==> src/rtl/mario_input_pkg.sv <==
// mario_input_pkg
// Shared definitions for the player-input front end:
//   - PS/2 scancodes and the key-state slot each one loads
//   - joystick word bit positions
//   - bit positions inside the two active-low switch bytes
//   - the merged request record (ctrl_t) and the coin FSM state type
//   - key_match(): scancode -> one-hot key-state slot
package mario_input_pkg;

  // Scancodes, {extended, code}. Arrow keys match on the low byte only.
  localparam logic [8:0] SC_LEFT1    = 9'h06B;
  localparam logic [8:0] SC_RIGHT1   = 9'h074;
  localparam logic [8:0] SC_FIRE1_A  = 9'h029;
  localparam logic [8:0] SC_FIRE1_B  = 9'h014;
  localparam logic [8:0] SC_START1_A = 9'h005;
  localparam logic [8:0] SC_START1_B = 9'h016;
  localparam logic [8:0] SC_START2_A = 9'h006;
  localparam logic [8:0] SC_START2_B = 9'h01E;
  localparam logic [8:0] SC_COIN_A   = 9'h02E;
  localparam logic [8:0] SC_COIN_B   = 9'h036;
  localparam logic [8:0] SC_LEFT2    = 9'h023;
  localparam logic [8:0] SC_RIGHT2   = 9'h034;
  localparam logic [8:0] SC_FIRE2    = 9'h01C;
  localparam logic [8:0] SC_TEST     = 9'h02C;

  // Key-state slots; a function with two codes owns two slots.
  localparam int KEY_N      = 14;
  localparam int K_LEFT1    = 0;
  localparam int K_RIGHT1   = 1;
  localparam int K_FIRE1_A  = 2;
  localparam int K_FIRE1_B  = 3;
  localparam int K_START1_A = 4;
  localparam int K_START1_B = 5;
  localparam int K_START2_A = 6;
  localparam int K_START2_B = 7;
  localparam int K_COIN_A   = 8;
  localparam int K_COIN_B   = 9;
  localparam int K_LEFT2    = 10;
  localparam int K_RIGHT2   = 11;
  localparam int K_FIRE2    = 12;
  localparam int K_TEST     = 13;

  // Joystick word layout (same for both players).
  localparam int JOY_RIGHT  = 0;
  localparam int JOY_LEFT   = 1;
  localparam int JOY_FIRE   = 4;
  localparam int JOY_START1 = 5;
  localparam int JOY_START2 = 6;
  localparam int JOY_COIN   = 7;

  // Switch byte bit positions (all active low).
  localparam int SW1_RIGHT  = 0;
  localparam int SW1_LEFT   = 1;
  localparam int SW1_FIRE   = 4;
  localparam int SW1_START1 = 5;
  localparam int SW1_START2 = 6;
  localparam int SW1_TEST   = 7;
  localparam int SW2_RIGHT  = 0;
  localparam int SW2_LEFT   = 1;
  localparam int SW2_FIRE   = 4;
  localparam int SW2_COIN   = 5;

  // Merged (key OR joystick) requests, active high.
  typedef struct packed {
    logic test;
    logic start2;
    logic start1;
    logic fire1;
    logic left1;
    logic right1;
    logic coin;
    logic fire2;
    logic left2;
    logic right2;
  } ctrl_t;

  typedef enum logic [1:0] {
    COIN_IDLE  = 2'd0,
    COIN_PULSE = 2'd1,
    COIN_GAP   = 2'd2
  } coin_st_t;

  function automatic logic [KEY_N-1:0] key_match(input logic [8:0] code);
    logic [KEY_N-1:0] m;
    m = '0;
    m[K_LEFT1]    = (code[7:0] == SC_LEFT1[7:0]);
    m[K_RIGHT1]   = (code[7:0] == SC_RIGHT1[7:0]);
    m[K_FIRE1_A]  = (code == SC_FIRE1_A);
    m[K_FIRE1_B]  = (code == SC_FIRE1_B);
    m[K_START1_A] = (code == SC_START1_A);
    m[K_START1_B] = (code == SC_START1_B);
    m[K_START2_A] = (code == SC_START2_A);
    m[K_START2_B] = (code == SC_START2_B);
    m[K_COIN_A]   = (code == SC_COIN_A);
    m[K_COIN_B]   = (code == SC_COIN_B);
    m[K_LEFT2]    = (code == SC_LEFT2);
    m[K_RIGHT2]   = (code == SC_RIGHT2);
    m[K_FIRE2]    = (code == SC_FIRE2);
    m[K_TEST]     = (code == SC_TEST);
    return m;
  endfunction

endpackage

==> src/rtl/mario_input_2way.sv <==
// mario_input_2way
// Left/right resolver for one player: when both directions are held the
// most recently pressed one wins; a simultaneous press resolves to left.
// Ports:
//   clk_sys, reset      clock, asynchronous active-high reset
//   left, right         stage-1 (registered) direction requests
//   left_res, right_res resolved directions (combinational)
module mario_input_2way
  import mario_input_pkg::*;
(
  input  logic clk_sys,
  input  logic reset,
  input  logic left,
  input  logic right,
  output logic left_res,
  output logic right_res
);

  logic left_prev_reg;
  logic right_prev_reg;
  logic last_left_reg;   // 1: left was pressed last, 0: right
  logic last_left_next;
  logic rise_left;
  logic rise_right;
  logic both_held;

  assign rise_left  = left & ~left_prev_reg;
  assign rise_right = right & ~right_prev_reg;
  assign both_held  = left & right;

  // The current cycle's press must already count, so the output uses the
  // next value of the history rather than the registered one.
  always_comb begin
    last_left_next = last_left_reg;
    if (rise_left) begin
      last_left_next = 1'b1;
    end else if (rise_right) begin
      last_left_next = 1'b0;
    end
  end

  assign left_res  = both_held ? last_left_next : left;
  assign right_res = both_held ? ~last_left_next : right;

  always_ff @(posedge clk_sys or posedge reset) begin
    if (reset) begin
      left_prev_reg  <= 1'b0;
      right_prev_reg <= 1'b0;
      last_left_reg  <= 1'b0;
    end else begin
      left_prev_reg  <= left;
      right_prev_reg <= right;
      last_left_reg  <= last_left_next;
    end
  end

endmodule

==> src/rtl/mario_input_ctrl.sv <==
// mario_input_ctrl
// Player-input front end feeding the game's switch ports. PS/2 key events
// and both joystick words are merged, left/right conflicts are resolved per
// player, and coin requests become fixed-width, rate-limited pulses.
// Ports:
//   clk_sys      system clock (24 MHz)
//   reset        asynchronous, active high
//   ps2_key      [10] event toggle, [9] pressed, [8:0] extended scancode
//   joy_0/joy_1  joystick words: [0] R, [1] L, [4] fire, [5] st1, [6] st2, [7] coin
//   o_sw1        {~test, ~start2, ~start1, ~fire1, 1, 1, ~left1, ~right1}
//   o_sw2        {1, 1, ~coin, ~fire2, 1, 1, ~left2, ~right2}
//   o_coin_busy  high while a coin pulse or its lockout gap is in progress
// Joystick changes appear at the outputs 2 cycles later, PS/2 events 3.
module mario_input_ctrl
  import mario_input_pkg::*;
#(
  parameter int COIN_PULSE_CYC = 2400000,
  parameter int COIN_GAP_CYC   = 2400000
) (
  input  logic        clk_sys,
  input  logic        reset,
  input  logic [10:0] ps2_key,
  input  logic [15:0] joy_0,
  input  logic [15:0] joy_1,
  output logic [7:0]  o_sw1,
  output logic [7:0]  o_sw2,
  output logic        o_coin_busy
);

  localparam int CNT_MAX = (COIN_PULSE_CYC > COIN_GAP_CYC) ? COIN_PULSE_CYC : COIN_GAP_CYC;
  localparam int CNT_W   = $clog2(CNT_MAX) + 1;
  localparam logic [CNT_W-1:0] PULSE_LOAD = CNT_W'(COIN_PULSE_CYC - 1);
  localparam logic [CNT_W-1:0] GAP_LOAD   = CNT_W'(COIN_GAP_CYC - 1);

  // ---------------- PS/2 decode ----------------
  logic             toggle_prev_reg;
  logic             key_evt;
  logic [KEY_N-1:0] key_hit;
  logic [KEY_N-1:0] key_mask;
  logic [KEY_N-1:0] key_reg;

  assign key_evt  = ps2_key[10] ^ toggle_prev_reg;
  assign key_hit  = key_match(ps2_key[8:0]);
  assign key_mask = key_evt ? key_hit : '0;

  always_ff @(posedge clk_sys or posedge reset) begin
    if (reset) begin
      toggle_prev_reg <= 1'b0;
      key_reg         <= '0;
    end else begin
      toggle_prev_reg <= ps2_key[10];
      key_reg         <= (key_reg & ~key_mask) | (key_mask & {KEY_N{ps2_key[9]}});
    end
  end

  // ---------------- merge (stage 1) ----------------
  ctrl_t merged;
  ctrl_t s1_reg;

  always_comb begin
    merged        = '0;
    merged.right1 = key_reg[K_RIGHT1] | joy_0[JOY_RIGHT];
    merged.left1  = key_reg[K_LEFT1]  | joy_0[JOY_LEFT];
    merged.fire1  = key_reg[K_FIRE1_A] | key_reg[K_FIRE1_B] | joy_0[JOY_FIRE];
    merged.start1 = key_reg[K_START1_A] | key_reg[K_START1_B]
                  | joy_0[JOY_START1] | joy_1[JOY_START1];
    merged.start2 = key_reg[K_START2_A] | key_reg[K_START2_B]
                  | joy_0[JOY_START2] | joy_1[JOY_START2];
    merged.test   = key_reg[K_TEST];
    merged.coin   = key_reg[K_COIN_A] | key_reg[K_COIN_B]
                  | joy_0[JOY_COIN] | joy_1[JOY_COIN];
    merged.right2 = key_reg[K_RIGHT2] | joy_1[JOY_RIGHT];
    merged.left2  = key_reg[K_LEFT2]  | joy_1[JOY_LEFT];
    merged.fire2  = key_reg[K_FIRE2]  | joy_1[JOY_FIRE];
  end

  always_ff @(posedge clk_sys or posedge reset) begin
    if (reset) begin
      s1_reg <= '0;
    end else begin
      s1_reg <= merged;
    end
  end

  // ---------------- SOCD per player ----------------
  logic left1_res, right1_res, left2_res, right2_res;

  mario_input_2way u_socd_p1 (
    .clk_sys   (clk_sys),
    .reset     (reset),
    .left      (s1_reg.left1),
    .right     (s1_reg.right1),
    .left_res  (left1_res),
    .right_res (right1_res)
  );

  mario_input_2way u_socd_p2 (
    .clk_sys   (clk_sys),
    .reset     (reset),
    .left      (s1_reg.left2),
    .right     (s1_reg.right2),
    .left_res  (left2_res),
    .right_res (right2_res)
  );

  // ---------------- output stage ----------------
  logic [7:0] sw1_reg, sw1_next;
  logic [7:0] sw2_reg, sw2_next;

  always_comb begin
    sw1_next             = 8'hFF;
    sw1_next[SW1_RIGHT]  = ~right1_res;
    sw1_next[SW1_LEFT]   = ~left1_res;
    sw1_next[SW1_FIRE]   = ~s1_reg.fire1;
    sw1_next[SW1_START1] = ~s1_reg.start1;
    sw1_next[SW1_START2] = ~s1_reg.start2;
    sw1_next[SW1_TEST]   = ~s1_reg.test;
    sw2_next             = 8'hFF;
    sw2_next[SW2_RIGHT]  = ~right2_res;
    sw2_next[SW2_LEFT]   = ~left2_res;
    sw2_next[SW2_FIRE]   = ~s1_reg.fire2;
  end

  always_ff @(posedge clk_sys or posedge reset) begin
    if (reset) begin
      sw1_reg <= 8'hFF;
      sw2_reg <= 8'hFF;
    end else begin
      sw1_reg <= sw1_next;
      sw2_reg <= sw2_next;
    end
  end

  // ---------------- coin shaper ----------------
  coin_st_t         coin_st_reg, coin_st_next;
  logic [CNT_W-1:0] coin_cnt_reg, coin_cnt_next;
  logic             pend_reg, pend_next;
  logic             coin_prev_reg;
  logic             coin_rise;

  assign coin_rise = s1_reg.coin & ~coin_prev_reg;

  always_comb begin
    coin_st_next  = coin_st_reg;
    coin_cnt_next = coin_cnt_reg;
    pend_next     = pend_reg;
    case (coin_st_reg)
      COIN_IDLE: begin
        if (coin_rise) begin
          coin_st_next  = COIN_PULSE;
          coin_cnt_next = PULSE_LOAD;
        end
      end
      COIN_PULSE: begin
        if (coin_rise) begin
          pend_next = 1'b1;
        end
        if (coin_cnt_reg == '0) begin
          coin_st_next  = COIN_GAP;
          coin_cnt_next = GAP_LOAD;
        end else begin
          coin_cnt_next = coin_cnt_reg - 1'b1;
        end
      end
      COIN_GAP: begin
        if (coin_cnt_reg == '0) begin
          // An edge on the very last gap cycle still counts as pending.
          if (pend_reg | coin_rise) begin
            coin_st_next  = COIN_PULSE;
            coin_cnt_next = PULSE_LOAD;
            pend_next     = 1'b0;
          end else begin
            coin_st_next  = COIN_IDLE;
          end
        end else begin
          coin_cnt_next = coin_cnt_reg - 1'b1;
          if (coin_rise) begin
            pend_next = 1'b1;
          end
        end
      end
      default: begin
        coin_st_next  = COIN_IDLE;
        coin_cnt_next = '0;
        pend_next     = 1'b0;
      end
    endcase
  end

  always_ff @(posedge clk_sys or posedge reset) begin
    if (reset) begin
      coin_st_reg   <= COIN_IDLE;
      coin_cnt_reg  <= '0;
      pend_reg      <= 1'b0;
      coin_prev_reg <= 1'b0;
    end else begin
      coin_st_reg   <= coin_st_next;
      coin_cnt_reg  <= coin_cnt_next;
      pend_reg      <= pend_next;
      coin_prev_reg <= s1_reg.coin;
    end
  end

  // The coin bit comes straight from the state register so that reset
  // releases it without waiting for a clock.
  always_comb begin
    o_sw1           = sw1_reg;
    o_sw2           = sw2_reg;
    o_sw2[SW2_COIN] = (coin_st_reg != COIN_PULSE);
  end

  assign o_coin_busy = (coin_st_reg != COIN_IDLE);

  logic unused_joy;
  assign unused_joy = ^{joy_0[15:8], joy_0[3:2], joy_1[15:8], joy_1[3:2]};

endmodule
==> config.mk <==
export PLATFORM = sky130hd
export DESIGN_NAME = mario_input_ctrl
export DESIGN_NICKNAME = d
export VERILOG_FILES = /design/src/rtl/mario_input_pkg.sv /design/src/rtl/mario_input_2way.sv /design/src/rtl/mario_input_ctrl.sv
export SDC_FILE = /design/constraint.sdc
export NUM_CORES = 1
export LEC_CHECK = 0
export CORE_ASPECT_RATIO = 0.5
export CORE_MARGIN = 5
export CORE_UTILIZATION = 54
export CTS_BUF_LIST = sky130_fd_sc_hd__clkbuf_4 sky130_fd_sc_hd__clkbuf_8
export DETAILED_ROUTE_END_ITERATION = 12
export PLACE_DENSITY = 0.8
export SYNTH_ARGS = -nofsm -noshare
export SYNTH_HDL_FRONTEND = slang
export SYNTH_SLANG_ARGS = --single-unit
==> constraint.sdc <==
create_clock -name clk_sys -period 3.3 [get_ports clk_sys]
set_clock_uncertainty 0.2 [all_clocks]
set_input_delay 0.33 -clock clk_sys [delete_from_list [all_inputs] [get_ports clk_sys]]
set_output_delay 0.33 -clock clk_sys [all_outputs]
set_load 0.05 [all_outputs]
; Word level (Yosys, flattened, before mapping)
; Cells that the tools add are included.
[totals]
regBits = 67
elab_cells = 121
inputBits = 45
output_inout_bits = 17
[classes]
mux = 23
n_addsub = 1
eq_ne = 21
n_bitwise = 46
n_reduce_logical = 6
[ops]
columns = op, n
row1 = 2-to-1 mux 23 bit, 4
row2 = one-hot mux 23 bit (3 select lines), 1
row3 = "equality test 9 x 6 -> 1 bit, second input constant", 6
row4 = "equality test 9 x 5 -> 1 bit, second input constant", 4
row5 = AND 14 bit, 2
row6 = logical NOT 23 bit, 1
row7 = "subtractor 23 x 1 -> 23 bit, second input constant", 1
row8 = "equality test 9 x 3 -> 1 bit, second input constant", 2
row9 = NOT 1 bit, 17
row10 = OR 1 bit, 17
row11 = "equality test 8 x 7 -> 1 bit, second input constant", 2
row12 = 2-to-1 mux 14 bit, 1
row13 = NOT 14 bit, 1
row14 = OR 14 bit, 1
row15 = 2-to-1 mux 1 bit, 12
row16 = AND 1 bit, 7
row17 = 2-to-1 mux 2 bit, 3
row18 = "inequality test 2 bit, second input constant", 3
row19 = one-hot mux 2 bit (3 select lines), 1
row20 = AND reduction 2 bit, 2
row21 = "inequality test 3 bit, second input constant", 1
row22 = one-hot mux 1 bit (3 select lines), 1
row23 = AND reduction 3 bit, 1
row24 = "equality test 2 x 1 -> 1 bit, second input constant", 1
row25 = other kinds (5), 5

; Longest topological paths before layout
[logic_depth]
word_depth = 7
mapped_depth = 8
depth_no_buf = 7

; By module
; A second synthesis with hierarchy kept.
[hier_totals]
cells_unflattened = 326
area_unflattened_um2 = 3334.4
[modules_own_cells]
columns = mod, area_per_inst_um2, n_inst, seq_area_each_um2, cells_each
row1 = mario_input_ctrl, 3086.7, 1, 1537.7, 304
row2 = mario_input_2way, 123.9, 2, 75.1, 11

; Least setup slack after synthesis
; No wires, ideal clock.
[synth_path]
kind = flip-flop to flip-flop
start = register coin_cnt_reg[0]
end = register coin_cnt_reg[12]
t_required_ps = 2971
n_path_buf = 1
arrival_time_ps = 2034
setup_ps = 129
synth_period_minus_slack_ps = 2364
slack_ps = 936
stages_incl_launch_ff = 9
path_cell_list = dfrtp_1 > inv_1 > ha_1 > or3b_2 > clkbuf_1 > nor4_1 > a31oi_1 > nor3_1 > a211oi_1
[synth_via]
elab_chain_len = 3
elab_cells_between_ends = 7
cone_classes = add/sub (1) / eq/ne (1) / mux (3) / reduce/logical (2)
[synth_rtl]
columns = element, line
row1 = from (decl), mario_input_ctrl.sv:136  ; logic [CNT_W-1:0] coin_cnt_reg, coin_cnt_next;
row2 = from (signal assigned), mario_input_ctrl.sv:198  ; coin_cnt_reg <= coin_cnt_next;
row3 = subtractor 23 x 1 -> 23 bit / logical NOT 23 bit (equally long branches), -
row4 = 2-to-1 mux 23 bit (tied with other cells), mario_input_ctrl.sv:166  ; if (coin_cnt_reg == '0) begin
row5 = one-hot mux 23 bit (3 select lines) / AND reduction 2 bit (equally long branches), -
; Several ways; a longest one is shown, not always the timed one.
; A chain may end at the register's enable or synchronous reset.

; Final worst setup path
[layout_path]
start = register coin_cnt_reg[0]
end = register coin_cnt_reg[18]
; Same word-level chain as after synthesis.

==> impl_metrics.ini <==
[floorplanning]
die_x_um = 121.6
top_level_ports = 62
core_um2 = 6056
die_h_um = 65.79
start_util_pct = 55.50
rows = 20
dieArea_um2 = 7997

[clocking]
cts_buffers = 9
htreeDepth = 3
cts_root_buf = clkbuf_8
post_cts_buffers = 0
cts_resized = 0
clockBufferDepth = 2
clk_pin_slew_ns = 0.07
hold_buffers = 0
cts.sinks = 67
clk_latency_ns = 0.34
cts_tree = built

[final_layout]
fillerInstances = 470
drive_gt1_share_pct = 17.33
utilization_pct = 65.68
multi_input_area_um2 = 1529
antenna_cells = 0
design_area_um2 = 3978
seqCellArea_um2 = 1688
syn_to_final_growth_pct = 18.35
nets = 421

[placement]
gp_congestion = 0.9795
place_hpwl_um = 5544
io_buffers = 35
dp_slack_ns = 0.6191
placed_area_um2 = 3794

[critical_path]
cp-start-kind = flop
crit_start = coin_cnt_reg[0]
cp.arrival_ns = 2.79
ff2ff_setup_slack_ns = 0.53
critical_path_class = reg -> reg
worstReg2RegEnd = coin_cnt_reg[18]
crit_fanout = 9
cp.required_ns = 3.33
end_kind = flop
reg2regPathDepth = 8
r2r-start = coin_cnt_reg[0]

[global_routing]
antenna_found_initial = 0
grt-ovfl-total = 0
grt_pass1_wl_um = 13080
grt_max_degree = 27
grt_pass1_vias = 2806
track_usage_pct = 20.78

[power]
power_density_nw_per_um2 = 716.9
peakVddDrop_mv = 0.2828
p_leak_uw = 0.001677

[routing]
routed-via-count = 2792
routed_wl_um = 7702
top_layer_used = met4
drtIter0Drc = 128
first_pass_iters = 5
drc_errors = 0
routed_via_density = 6.030
met3_length_um = 486
wl_met2_um = 3865
wl_per_cell_um = 16.63
antenna_left = 0
drt-met1-wl_um = 3177

[sta]
rsz0062_at_grt = no
layout_setup_ws_ns = 0.5329
fin_crit_sh_pct = 83.85
final-hold-violation-count = 0
maxSlewViolCount = 0
slew-limit-headroom_pct = 49.90
fmax_mhz = 361.4
finalSetupTns_ns = 0
setup_viol = 0
worst_pin_slew_ns = 0.7447
layout_min_cycle_time_ns = 2.767

[synthesis]
async_flop_share_pct = 100.0
seq_area_frac_synth_pct = 50.22
yosys-top-cells-count = dfrtp_1 (58), nor2_1 (24), inv_1 (21)
ys_ff_latch = 67
synthDistinctLibCells = 55
synth_area_um2 = 3361
synth_area_leader_cell = dfrtp_1
synthCells = 327
yosys_warnings = 0
postSynthAreaPerCell_um2 = 10.28
synth_ff_type = dfrtp_1
synth_most_common_cell = dfrtp_1
synth-edff-count = 0
synthTopCellsByArea = dfrtp_1 (43%), dfstp_2 (7.0%), mux2_2 (5.0%)
synth_top_area_share_pct = 43.19

[run_status]
status = completed

[hold_path]
hold_path_class = in -> async

[flow_run]
maxCapViolations = 0
==> cells in the final DEF, fill, tap and decap left out, drive strengths merged, types with 2 or more instances in the layout <==
cell type,n
nor2b,4
inv,21
nand2,20
nor3b,3
nor3,14
or3,3
a21oi,19
or2,7
conb,6
o31ai,7
a211oi,7
dfstp,9
dfrtp,58
mux2,15
nand3b,2
a31oi,13
clkbuf,13
nor4b,2
o211ai,2
o21ai,15
nand2b,7
a21o,2
nor2,24
nor4,12
buf,5
or4,8
ha,6
clkdlybuf4s50,35
o32a,3
nand4,8
clkinvlp,2
nand3,5
==> per-layer routing <==
layer / global-route usage, % / up-vias
met2: 36.29 / 124
met3: 4.957 / 21
met4: 9.078 / 0
li1: - / 1278
met1: 24.83 / 1369
met5: 0 / -
==> stage by stage <==
stage	hold WS, ns	std cells	total power, uW
floorplan	0.1367	332	1917
global placement	0.1381	447	2142
detailed placement	0.1401	447	2204
CTS	0.1359	463	2834
global route	0.1632	463	3015
finish	0.1207	463	2852
==> power breakdown <==
part / switching (uW) / total, uW / leakage (uW) / internal [uW]
clock: 306 / 626 / 0.0000901 / 320
combinational: 704 / 1110 / 0.000771 / 410
sequential: 148 / 1110 / 0.000816 / 964
==> layout make-up <==
cell class	count	share of cell area, %
repair buffers	40	9.752
clock buffers	13	4.026
well taps	88	2.768
flip-flops and latches	67	42.43
multi-input cells	231	38.44
clock inverters	3	0.5977
inverters	21	1.982
==> worst max path at each step <==
stage	slack, ns	cells past startpoint	end
after floorplan	0.94	8	coin_cnt_reg[12]
after global placement	0.72	6	flop
after detailed placement	0.62	6	flop
after CTS	0.59	8	coin_cnt_reg[12]
after global routing	0.29	8	coin_cnt_reg[15]
final	0.53	8	coin_cnt_reg[18]
==> kinds of logic (layout without fill, tap and decap cells) <==
family / count (synthesis) / count (layout) / share of synthesized area [%]
other: 1 / 6 / 0.1116
DFF: 67 / 67 / 50.22
and+or+nand+nor: 124 / 124 / 21.85
xor gates and xnor gates: 1 / 1 / 0.2607
muxes: 16 / 16 / 5.324
buffers and inverters: 34 / 77 / 4.840
AOI/OAI and AO/OA: 78 / 78 / 15.15
adders and majority gates: 6 / 6 / 2.234
==> worst max-delay path, cell delays in order, from the launching register on <==
cell,delay [ns]
dfrtp_1,0.42
inv_1,0.13
ha_1,0.15
nor4b_1,0.37
nand3_1,0.28
nor4_4,0.56
buf_4,0.27
a211oi_1,0.07
o32a_1,0.20
Power figures use the tool's default switching activity.
